### src/rtl/uart_tx_arbiter_pkg.sv
// Shared types and helpers for the UART transmit arbiter: FSM state encoding
// and the round-robin index wrap used by both the picker and the release path.
package uart_tx_arbiter_pkg;

   localparam int BYTE_W = 8;

   typedef enum logic [2:0] {
      ST_IDLE    = 3'd0,
      ST_SEND    = 3'd1,
      ST_WAIT_HI = 3'd2,
      ST_WAIT_LO = 3'd3,
      ST_NEXT    = 3'd4
   } state_e;

   // Index following idx in a ring of n entries (n-1 wraps to 0).
   function automatic int next_idx(input int idx, input int n);
      return (idx + 1 >= n) ? 0 : idx + 1;
   endfunction

endpackage

### src/rtl/uart_tx_arbiter_rr_pick.sv
// Combinational round-robin picker: first asserted request at or after rr_ptr_i,
// scanning upwards and wrapping from NUM_REQ-1 back to 0.
module uart_tx_arbiter_rr_pick
   import uart_tx_arbiter_pkg::*;
#(
   parameter int NUM_REQ = 4,
   parameter int ID_W    = 2
) (
   input  logic [NUM_REQ-1:0] req_i,
   input  logic [ID_W-1:0]    rr_ptr_i,
   output logic               any_valid_o,
   output logic [ID_W-1:0]    winner_o
);

   int   idx;
   logic cand;

   always_comb begin
      any_valid_o = 1'b0;
      winner_o    = '0;
      idx         = int'(rr_ptr_i);
      cand        = 1'b0;
      for (int k = 0; k < NUM_REQ; k++) begin
         cand = 1'b0;
         for (int j = 0; j < NUM_REQ; j++) begin
            if (j == idx) cand = req_i[j];
         end
         if (!any_valid_o && cand) begin
            any_valid_o = 1'b1;
            winner_o    = ID_W'(idx);
         end
         idx = next_idx(idx, NUM_REQ);
      end
   end

endmodule

### src/rtl/uart_tx_arbiter.sv
// Shares one UART transmitter among NUM_REQ byte-stream requesters with
// round-robin arbitration; the winner keeps the UART until its last byte is sent.
module uart_tx_arbiter
   import uart_tx_arbiter_pkg::*;
#(
   parameter int NUM_REQ      = 4,
   parameter int ID_W         = 2,
   parameter int BUSY_TIMEOUT = 8
) (
   input  logic                  clk,
   input  logic                  rst,
   input  logic [NUM_REQ-1:0]    req_valid,
   input  logic [8*NUM_REQ-1:0]  req_data,
   input  logic [NUM_REQ-1:0]    req_last,
   output logic [NUM_REQ-1:0]    req_ready,
   output logic [7:0]            uart_tx_data,
   output logic                  uart_tx_send,
   input  logic                  uart_tx_busy,
   output logic                  grant_active,
   output logic [ID_W-1:0]       grant_id,
   output logic                  err_timeout
);

   localparam int               CNT_W    = $clog2(BUSY_TIMEOUT) + 1;
   localparam logic [CNT_W-1:0] CNT_LAST = CNT_W'(BUSY_TIMEOUT - 1);

   state_e                state_q;
   logic [ID_W-1:0]       rr_ptr_q;
   logic [ID_W-1:0]       grant_id_q;
   logic [BYTE_W-1:0]     data_q;
   logic                  last_q;
   logic                  send_q;
   logic                  active_q;
   logic                  err_q;
   logic [CNT_W-1:0]      cnt_q;

   logic                  any_valid;
   logic [ID_W-1:0]       winner;
   logic [ID_W-1:0]       sel_id;
   logic [BYTE_W-1:0]     sel_data;
   logic                  sel_last;
   logic                  sel_valid;
   logic                  take;

   uart_tx_arbiter_rr_pick #(
      .NUM_REQ (NUM_REQ),
      .ID_W    (ID_W)
   ) u_rr_pick (
      .req_i       (req_valid),
      .rr_ptr_i    (rr_ptr_q),
      .any_valid_o (any_valid),
      .winner_o    (winner)
   );

   // The candidate requester is the RR winner when free, else the lock owner.
   assign sel_id = (state_q == ST_IDLE) ? winner : grant_id_q;

   always_comb begin
      sel_data  = '0;
      sel_last  = 1'b0;
      sel_valid = 1'b0;
      for (int j = 0; j < NUM_REQ; j++) begin
         if (ID_W'(j) == sel_id) begin
            sel_data  = req_data[j*BYTE_W +: BYTE_W];
            sel_last  = req_last[j];
            sel_valid = req_valid[j];
         end
      end
   end

   assign take = ((state_q == ST_IDLE) && any_valid && !uart_tx_busy) ||
                 ((state_q == ST_NEXT) && sel_valid);

   always_comb begin
      req_ready = '0;
      if (take) req_ready = NUM_REQ'(1) << sel_id;
   end

   always_ff @(posedge clk) begin
      if (rst) begin
         state_q    <= ST_IDLE;
         rr_ptr_q   <= '0;
         grant_id_q <= '0;
         data_q     <= '0;
         last_q     <= 1'b0;
         send_q     <= 1'b0;
         active_q   <= 1'b0;
         err_q      <= 1'b0;
         cnt_q      <= '0;
      end else begin
         send_q <= 1'b0;
         err_q  <= 1'b0;
         case (state_q)
            ST_IDLE, ST_NEXT: begin
               if (take) begin
                  data_q     <= sel_data;
                  last_q     <= sel_last;
                  grant_id_q <= sel_id;
                  active_q   <= 1'b1;
                  send_q     <= 1'b1;
                  state_q    <= ST_SEND;
               end
            end
            ST_SEND: begin
               cnt_q   <= '0;
               state_q <= ST_WAIT_HI;
            end
            ST_WAIT_HI: begin
               if (uart_tx_busy) begin
                  state_q <= ST_WAIT_LO;
               end else if (cnt_q == CNT_LAST) begin
                  // UART never acknowledged: drop the frame and move the RR pointer on.
                  err_q    <= 1'b1;
                  active_q <= 1'b0;
                  rr_ptr_q <= ID_W'(next_idx(int'(grant_id_q), NUM_REQ));
                  state_q  <= ST_IDLE;
               end else begin
                  cnt_q <= cnt_q + 1'b1;
               end
            end
            ST_WAIT_LO: begin
               if (!uart_tx_busy) begin
                  if (last_q) begin
                     active_q <= 1'b0;
                     rr_ptr_q <= ID_W'(next_idx(int'(grant_id_q), NUM_REQ));
                     state_q  <= ST_IDLE;
                  end else begin
                     state_q  <= ST_NEXT;
                  end
               end
            end
            default: state_q <= ST_IDLE;
         endcase
      end
   end

   assign uart_tx_data = data_q;
   assign uart_tx_send = send_q;
   assign grant_active = active_q;
   assign grant_id     = grant_id_q;
   assign err_timeout  = err_q;

endmodule

### config.mk
export PLATFORM = sky130hd
export DESIGN_NAME = uart_tx_arbiter
export DESIGN_NICKNAME = d
export VERILOG_FILES = /design/src/rtl/uart_tx_arbiter_pkg.sv /design/src/rtl/uart_tx_arbiter_rr_pick.sv /design/src/rtl/uart_tx_arbiter.sv
export SDC_FILE = /design/constraint.sdc
export NUM_CORES = 1
export LEC_CHECK = 0
export BUFFER_PORTS_ARGS = -buffer_cell sky130_fd_sc_hd__buf_2
export CORE_MARGIN = 2
export CORE_UTILIZATION = 49
export DETAILED_ROUTE_END_ITERATION = 16
export GPL_TIMING_DRIVEN = 0
export PLACE_DENSITY = 0.78
export SLEW_MARGIN = 20
export SYNTH_ARGS = -nofsm -noshare
export SYNTH_HDL_FRONTEND = slang
export SYNTH_SLANG_ARGS = --single-unit
### constraint.sdc
create_clock -name clk -period 3.8 [get_ports clk]
set_clock_uncertainty 0.15 [all_clocks]
set_input_delay 0 -clock clk [delete_from_list [all_inputs] [get_ports clk]]
set_output_delay 0 -clock clk [all_outputs]
set_load 0.02 [all_outputs]
# ---- After elaboration in Yosys (flattened, before gate mapping)
# Cells that the tools add are included.
dict set report totals {
  reg_bits 23
  in_bits 43
  output_inout_bits 17
  wordCells 140
}
dict set report classes {
  add_sub_neg 5
  n_lt_le_gt_ge 4
  eq_ne 27
  shifts 1
  mux 64
  n_bitwise 2
  reduce_logical 28
}
# op n
set op_table {}
lappend op_table {{$eq A3 B32 Y1 const A} 6}
lappend op_table {{$eq A2 B32 Y1 const A} 3}
lappend op_table {{$ge A32 B4 Y1 const B} 3}
lappend op_table {{$logic_not A32 Y1} 3}
lappend op_table {{$mux W32} 3}
lappend op_table {{$add A32 B2 Y32 const B} 2}
lappend op_table {{$mux W1} 35}
lappend op_table {{$mux W8} 4}
lappend op_table {{$mux W2} 10}
lappend op_table {{$mux W3} 5}
lappend op_table {{$mux W4} 3}
lappend op_table {{$ne A2 B2 Y1 const B} 6}
lappend op_table {{$pmux W3 S4} 1}
lappend op_table {{$eq A2 B2 Y1 const A} 4}
lappend op_table {{$pmux W4 S2} 1}
lappend op_table {{$add A2 B1 Y3 const B} 2}
lappend op_table {{$eq A3 B2 Y1 const B} 2}
lappend op_table {{$logic_and A1 B1 Y1} 6}
lappend op_table {{$reduce_and A3 Y1} 2}
lappend op_table {{$reduce_and A6 Y1} 1}
lappend op_table {{$reduce_and A5 Y1} 1}
lappend op_table {{$add A4 B1 Y4 const B} 1}
lappend op_table {{$eq A1 B2 Y1 const A} 2}
lappend op_table {{$eq A4 B3 Y1 const B} 1}
lappend op_table {{17 further kinds} 24}

# ---- Longest topological paths before layout
dict set report depth {
  word_depth 26
  depth_mapped 11
  ltp_nobuf 10
}

# ---- Cells and area by module
# From an unflattened synthesis, not the netlist that was laid out.
dict set report hier_totals {
  cells_unflattened 243
  hier_area_um2 2123.3
}
# module instances cells_per_inst area_per_inst_um2 seq_area_each_um2
set modules_own_cells {}
lappend modules_own_cells {uart_tx_arbiter 1 190 1710.4 460.4}
lappend modules_own_cells {uart_tx_arbiter_rr_pick 1 53 412.9 0.0}

# ---- Worst setup path after synthesis
# No wires, ideal clock.
dict set report synth_path {
  path_type {reg-to-output}
  start {register rr_ptr_q[0]}
  end {output port req_ready[1]}
  arrival_ps 2843
  t_required_ps 3650
  slack_ps 807
  path_stages_with_launch 12
  path_buffers 1
  path_cell_list {dfxtp_1 > inv_1 > ha_1 > a211o_1 > o211ai_1 > o41ai_1 > a211o_1 > o21a_4 > o211ai_4 > buf_6 > nand2_1 > nor2_1}
}
dict set report synth_between {
  elab_chain_cells 25
  word_cells_on_any_way 70
  classes_between {add/sub: 3; order compare: 3; eq/ne: 15; shift: 1; mux: 33; reduce/logical: 15}
}
# item line
set synth_rtl {}
lappend synth_rtl {{start: declaration} uart_tx_arbiter.sv:28} ;# logic [ID_W-1:0] rr_ptr_q;
lappend synth_rtl {{start signal: assignment} uart_tx_arbiter.sv:115} ;# rr_ptr_q <= ID_W'(next_idx(int'(grant_id_q), NUM_REQ));
lappend synth_rtl {{start signal: assignment} uart_tx_arbiter.sv:125} ;# rr_ptr_q <= ID_W'(next_idx(int'(grant_id_q), NUM_REQ));
lappend synth_rtl {{$add A2 B1 Y3} uart_tx_arbiter_pkg.sv:17} ;# return (idx + 1 >= n) ? 0 : idx + 1;
lappend synth_rtl {{$ge A32 B4 Y1} uart_tx_arbiter_pkg.sv:17}
lappend synth_rtl {{$mux W32} uart_tx_arbiter_pkg.sv:17}
lappend synth_rtl {{$add A32 B2 Y32 or $logic_not A32 Y1 (tied branches)} {uart_tx_arbiter_pkg.sv:17, uart_tx_arbiter_rr_pick.sv:26}}
lappend synth_rtl {{$ge A32 B4 Y1 or $mux W1 (tied branches)} {uart_tx_arbiter_pkg.sv:17, uart_tx_arbiter_rr_pick.sv:26}}
lappend synth_rtl {{$mux W32 or $mux W1 (tied branches)} {uart_tx_arbiter_pkg.sv:17, uart_tx_arbiter_rr_pick.sv:26}}
lappend synth_rtl {{$add A32 B2 Y32, or another cell as far along} uart_tx_arbiter_pkg.sv:17}
lappend synth_rtl {{$ge A32 B4 Y1 or $mux W1 (tied branches)} {uart_tx_arbiter_pkg.sv:17, uart_tx_arbiter_rr_pick.sv:26}}
lappend synth_rtl {{[... 6 more ...]} --}
lappend synth_rtl {{$logic_and A1 B1 Y1} uart_tx_arbiter_rr_pick.sv:28} ;# if (!any_valid_o && cand) begin
lappend synth_rtl {{$mux W2} uart_tx_arbiter_rr_pick.sv:28}
lappend synth_rtl {{$mux W2} uart_tx_arbiter.sv:56} ;# assign sel_id = (state_q == ST_IDLE) ? winner : grant_id_q;
lappend synth_rtl {{$logic_not A2 Y1} uart_tx_arbiter.sv:63} ;# if (ID_W'(j) == sel_id) begin
lappend synth_rtl {{$mux W1 (4 in a row)} uart_tx_arbiter.sv:63}
lappend synth_rtl {{$logic_and A1 B1 Y1} uart_tx_arbiter.sv:72} ;# ((state_q == ST_NEXT) && sel_valid);
lappend synth_rtl {{$logic_or A1 B1 Y1} uart_tx_arbiter.sv:71} ;# assign take = ((state_q == ST_IDLE) && any_valid && !uart_tx_busy) ||
lappend synth_rtl {{$mux W4 *} uart_tx_arbiter.sv:76} ;# if (take) req_ready = NUM_REQ'(1) << sel_id;
lappend synth_rtl {{end: declaration} uart_tx_arbiter.sv:15} ;# output logic [NUM_REQ-1:0] req_ready,
# Every way passes the cells marked *; elsewhere a longest branch is shown, timed or not.

# ---- Worst setup path in the final report
dict set report layout_path {
  start {register rr_ptr_q[1]}
  end {output port req_ready[2]}
}
# Same word-level chain as after synthesis.

==> metrics.cfg <==
[worst_setup_path]
crit_path_start_kind=register
critical_path_peak_fanout=10
criticalPathCategory=reg -> out
arrival_ns=3.50
critical_path.endpoint_type=output pin
worst-endpoint-required_ns=3.65

[floorplan]
num_ports=60
starting_density_of_the_core_pct=52.6
fp.dieArea_sq_mm=0.00381
placeableCoreArea_sq_mm=0.00310
die_width_um=61.7
floorplan.rows=20
die-height_um=61.7

[drt]
drt_first_iter_violations=236
vias_per_cell=5.88
wire_per_inst_um=17.5
drc_errors=0
detail_route.first_pass.iterations=4
dr_total_vias=2017
route.final.wire_length_mm=5.99
ant_nets=0

[power_and_ir_drop]
report.power.total_mw=0.788
peakVddDrop_v=0.000308
cellPowerDensity_mw_per_mm2=326
power_leakage_nw=1.07

[run_status]
run_status=finished, final reports clean

[sta]
postLayoutSetupSlackWorst_ns=0.152
timing.final.crit_period_ns=3.65
tightestPinTransition_ns=0.565
rsz0062_at_grt=false
finalMaxSlewViolations=0
setup_viol=0
max-slew-margin-rel_pct=62.3
final_total_negative_setup_slack_ns=0
hold_viol_final=0
layout_worst_path_cycle_share_pct=96.0
timing.fmax_mhz=274

[synthesis]
syn-mean-instance-area_sq_um=8.29
synth_unique_cells=52
synth_enable_flop_cells=0
yosys_register_bits=23
ys_warn_count=0
dominantRegCellSynth=sky130_fd_sc_hd__dfxtp_1
netlist_area_sq_mm=0.00163
synthCells=197
synth.net_count=250
synth_async_sr_flop_share_pct=0
yosysTopAreaCellShare_pct=28.2
yosysSeqAreaShare_pct=28.2
synth_top_cell_by_area=sky130_fd_sc_hd__dfxtp_1
synth.top_cells.by_area=sky130_fd_sc_hd__dfxtp_1 (28%), sky130_fd_sc_hd__a22oi_1 (8.3%), sky130_fd_sc_hd__ha_1 (7.7%)

[grt]
grt_overflow_total=0
grt_max_degree=15
grt_pass1_wl_mm=8.60
grt_antenna_before_repair=1
track_usage_pct=31.6
grt_pass1_vias=1910

[cts]
cts_tree=built
cts_root_buf=sky130_fd_sc_hd__clkbuf_4
cts.reportedPaths.clkPinSlew_ns=0.14
clock_sinks=23
clk_path_buf_depth=2
cts_inserted_buffers=3
cts-htree-levels=1
worst_skew_pair.late_latency_ns=0.32

[final_layout]
post-route-cell-area_sq_mm=0.00241
stdcell_count=343
layout.filler_cells=240
num-nets-final=352
area.growth.synth_to_final_pct=47.7
layout_cell_share_with_drive_strength_beyond_1_pct=26.2

[place]
placed_cell_area_sq_mm=0.00198
placed_cells_incl_taps=299
hpwl_after_detailed_placement_mm=3.24
pre_cts_ws_ns=0.454
io_buffer_count=58
globalplace.congestion=0.848

[min_path]
min-delay-path-class=in -> reg

[flow_run]
cap_violations=0

[final timing paths]
check / from / endpoint / slack [ns] / depth (start not counted)
worst min-delay path: req_valid[0] / uart_tx_data[7]$_SDFFE_PP0P_ / 0.09 / 5
worst max-delay path: rr_ptr_q[1]$_SDFFE_PP0P_ / req_ready[2] / 0.15 / 11
worst max register to register: rr_ptr_q[1]$_SDFFE_PP0P_ / uart_tx_data[0]$_SDFFE_PP0P_ / 0.29 / 11
worst min register to register: uart_tx_data[7]$_SDFFE_PP0P_ / uart_tx_data[7]$_SDFFE_PP0P_ / 0.36 / 2
[cells in the final DEF (no fill, tap or decap), types with 2 or more instances in the layout]
| master | count |
|---|---|
| sky130_fd_sc_hd__a211o_1 | 3 |
| sky130_fd_sc_hd__a211oi_1 | 2 |
| sky130_fd_sc_hd__a21oi_1 | 8 |
| sky130_fd_sc_hd__a22oi_1 | 18 |
| sky130_fd_sc_hd__a311oi_1 | 9 |
| sky130_fd_sc_hd__and2_1 | 4 |
| sky130_fd_sc_hd__and3b_1 | 4 |
| sky130_fd_sc_hd__buf_2 | 61 |
| sky130_fd_sc_hd__buf_4 | 2 |
| sky130_fd_sc_hd__clkbuf_1 | 4 |
| sky130_fd_sc_hd__clkbuf_4 | 3 |
| sky130_fd_sc_hd__dfxtp_1 | 22 |
| sky130_fd_sc_hd__dlygate4sd3_1 | 38 |
| sky130_fd_sc_hd__ha_1 | 10 |
| sky130_fd_sc_hd__inv_1 | 3 |
| sky130_fd_sc_hd__mux2i_1 | 3 |
| sky130_fd_sc_hd__nand2_1 | 13 |
| sky130_fd_sc_hd__nand2b_1 | 5 |
| sky130_fd_sc_hd__nand3b_1 | 2 |
| sky130_fd_sc_hd__nor2_1 | 30 |
| sky130_fd_sc_hd__nor2_2 | 2 |
| sky130_fd_sc_hd__nor2b_1 | 4 |
| sky130_fd_sc_hd__nor3_1 | 6 |
| sky130_fd_sc_hd__nor3b_1 | 2 |
| sky130_fd_sc_hd__nor4_1 | 4 |
| sky130_fd_sc_hd__o21ai_0 | 4 |
| sky130_fd_sc_hd__or3_1 | 2 |
[power by group]
part           internal (mW)  leakage, nW  switching (mW)  total [mW]
Sequential             0.269        0.189          0.0217       0.291
Clock                 0.0403       0.0140          0.0813       0.122
Combinational          0.152        0.863           0.223       0.375
Total                  0.461         1.07           0.326       0.788
[cell families (layout without fill, tap and decap cells)]
logic type	Yosys count	count (layout)	synth area share, %
xor gates and xnor gates	1	1	0.536
muxes	4	4	2.53
other	0	1	0
buffers and inverters	12	113	3.68
DFF	23	23	28.2
AOI/OAI and AO/OA	62	62	30.7
and+or+nand+nor	85	85	26.7
adders and majority gates	10	10	7.66
[metal layers]
layer	routed length (um)	part of all wire [%]	global-route usage [%]
met4	352	5.9	22.5
met1	2180	36	32.2
met3	273	4.6	7.45
met2	3190	53	56.2
met5	0	0	0
[synth_stat cells (2+ instances only)]
cell type,instances
sky130_fd_sc_hd__a22oi_1,18
sky130_fd_sc_hd__nor2b_1,4
sky130_fd_sc_hd__a211o_1,3
sky130_fd_sc_hd__a311oi_1,9
sky130_fd_sc_hd__dfxtp_1,23
sky130_fd_sc_hd__a2111oi_2,2
sky130_fd_sc_hd__o21ai_0,4
sky130_fd_sc_hd__and3b_1,4
sky130_fd_sc_hd__buf_2,3
sky130_fd_sc_hd__mux2i_1,3
sky130_fd_sc_hd__nand2b_1,5
sky130_fd_sc_hd__nor2_1,30
sky130_fd_sc_hd__inv_1,3
sky130_fd_sc_hd__clkbuf_1,4
sky130_fd_sc_hd__nor3b_1,2
sky130_fd_sc_hd__ha_1,10
sky130_fd_sc_hd__nor4_1,4
sky130_fd_sc_hd__a21oi_1,8
sky130_fd_sc_hd__a211oi_1,2
sky130_fd_sc_hd__nor2_2,2
sky130_fd_sc_hd__nand3b_1,2
sky130_fd_sc_hd__and2_1,4
sky130_fd_sc_hd__or3_1,2
sky130_fd_sc_hd__nand2_1,13
sky130_fd_sc_hd__nor3_1,6
[sequential cells by signal, indices dropped and copies added, names as in the netlist]
name and flops:
grant_id 2, cnt_q 4, grant_active 1, uart_tx_send 1, uart_tx_data 8, rr_ptr_q 2, last_q 1, err_timeout 1
state_q 3
[timing repair]
item                                    CTS  global route
endpoints found under the hold margin    13             0
resized for setup                         0             2
endpoints found under the setup margin    0             8
hold buffers                             38             0
buffers inserted                          0             1
[worst max-delay path: stages, from the launching register on]
cell and delay (ns):
sky130_fd_sc_hd__dfxtp_1 0.48, sky130_fd_sc_hd__inv_1 0.14, sky130_fd_sc_hd__ha_1 0.31, sky130_fd_sc_hd__a211o_1 0.34
sky130_fd_sc_hd__o211ai_1 0.23, sky130_fd_sc_hd__o41ai_1 0.12, sky130_fd_sc_hd__a211o_1 0.35, sky130_fd_sc_hd__o21a_4 0.24
sky130_fd_sc_hd__o211ai_4 0.32, sky130_fd_sc_hd__buf_2 0.29, sky130_fd_sc_hd__and2_1 0.17, sky130_fd_sc_hd__buf_2 0.18
[area by class of cell]
type	count	area (sq um)	area share [%]
multi-input combinational	162	1120	46.6
timing repair buffer	97	678	28.1
sequential	23	462	19.1
tap	44	55.1	2.28
buffer	9	48.8	2.02
clock buffer	3	22.5	0.934
inverter	3	11.3	0.467
clock inverter	1	7.51	0.311
antenna	1	2.50	0.104
[through the flow]
stage               hold WS [ns]  utilization (%)
detailed placement        0.0564             63.7
global placement          0.0543             63.7
CTS                        0.101             77.0
global route              0.0921             77.7
floorplan                -0.0784                -
finish                    0.0931             77.7
Note: power is estimated with default switching activity, not from simulation.
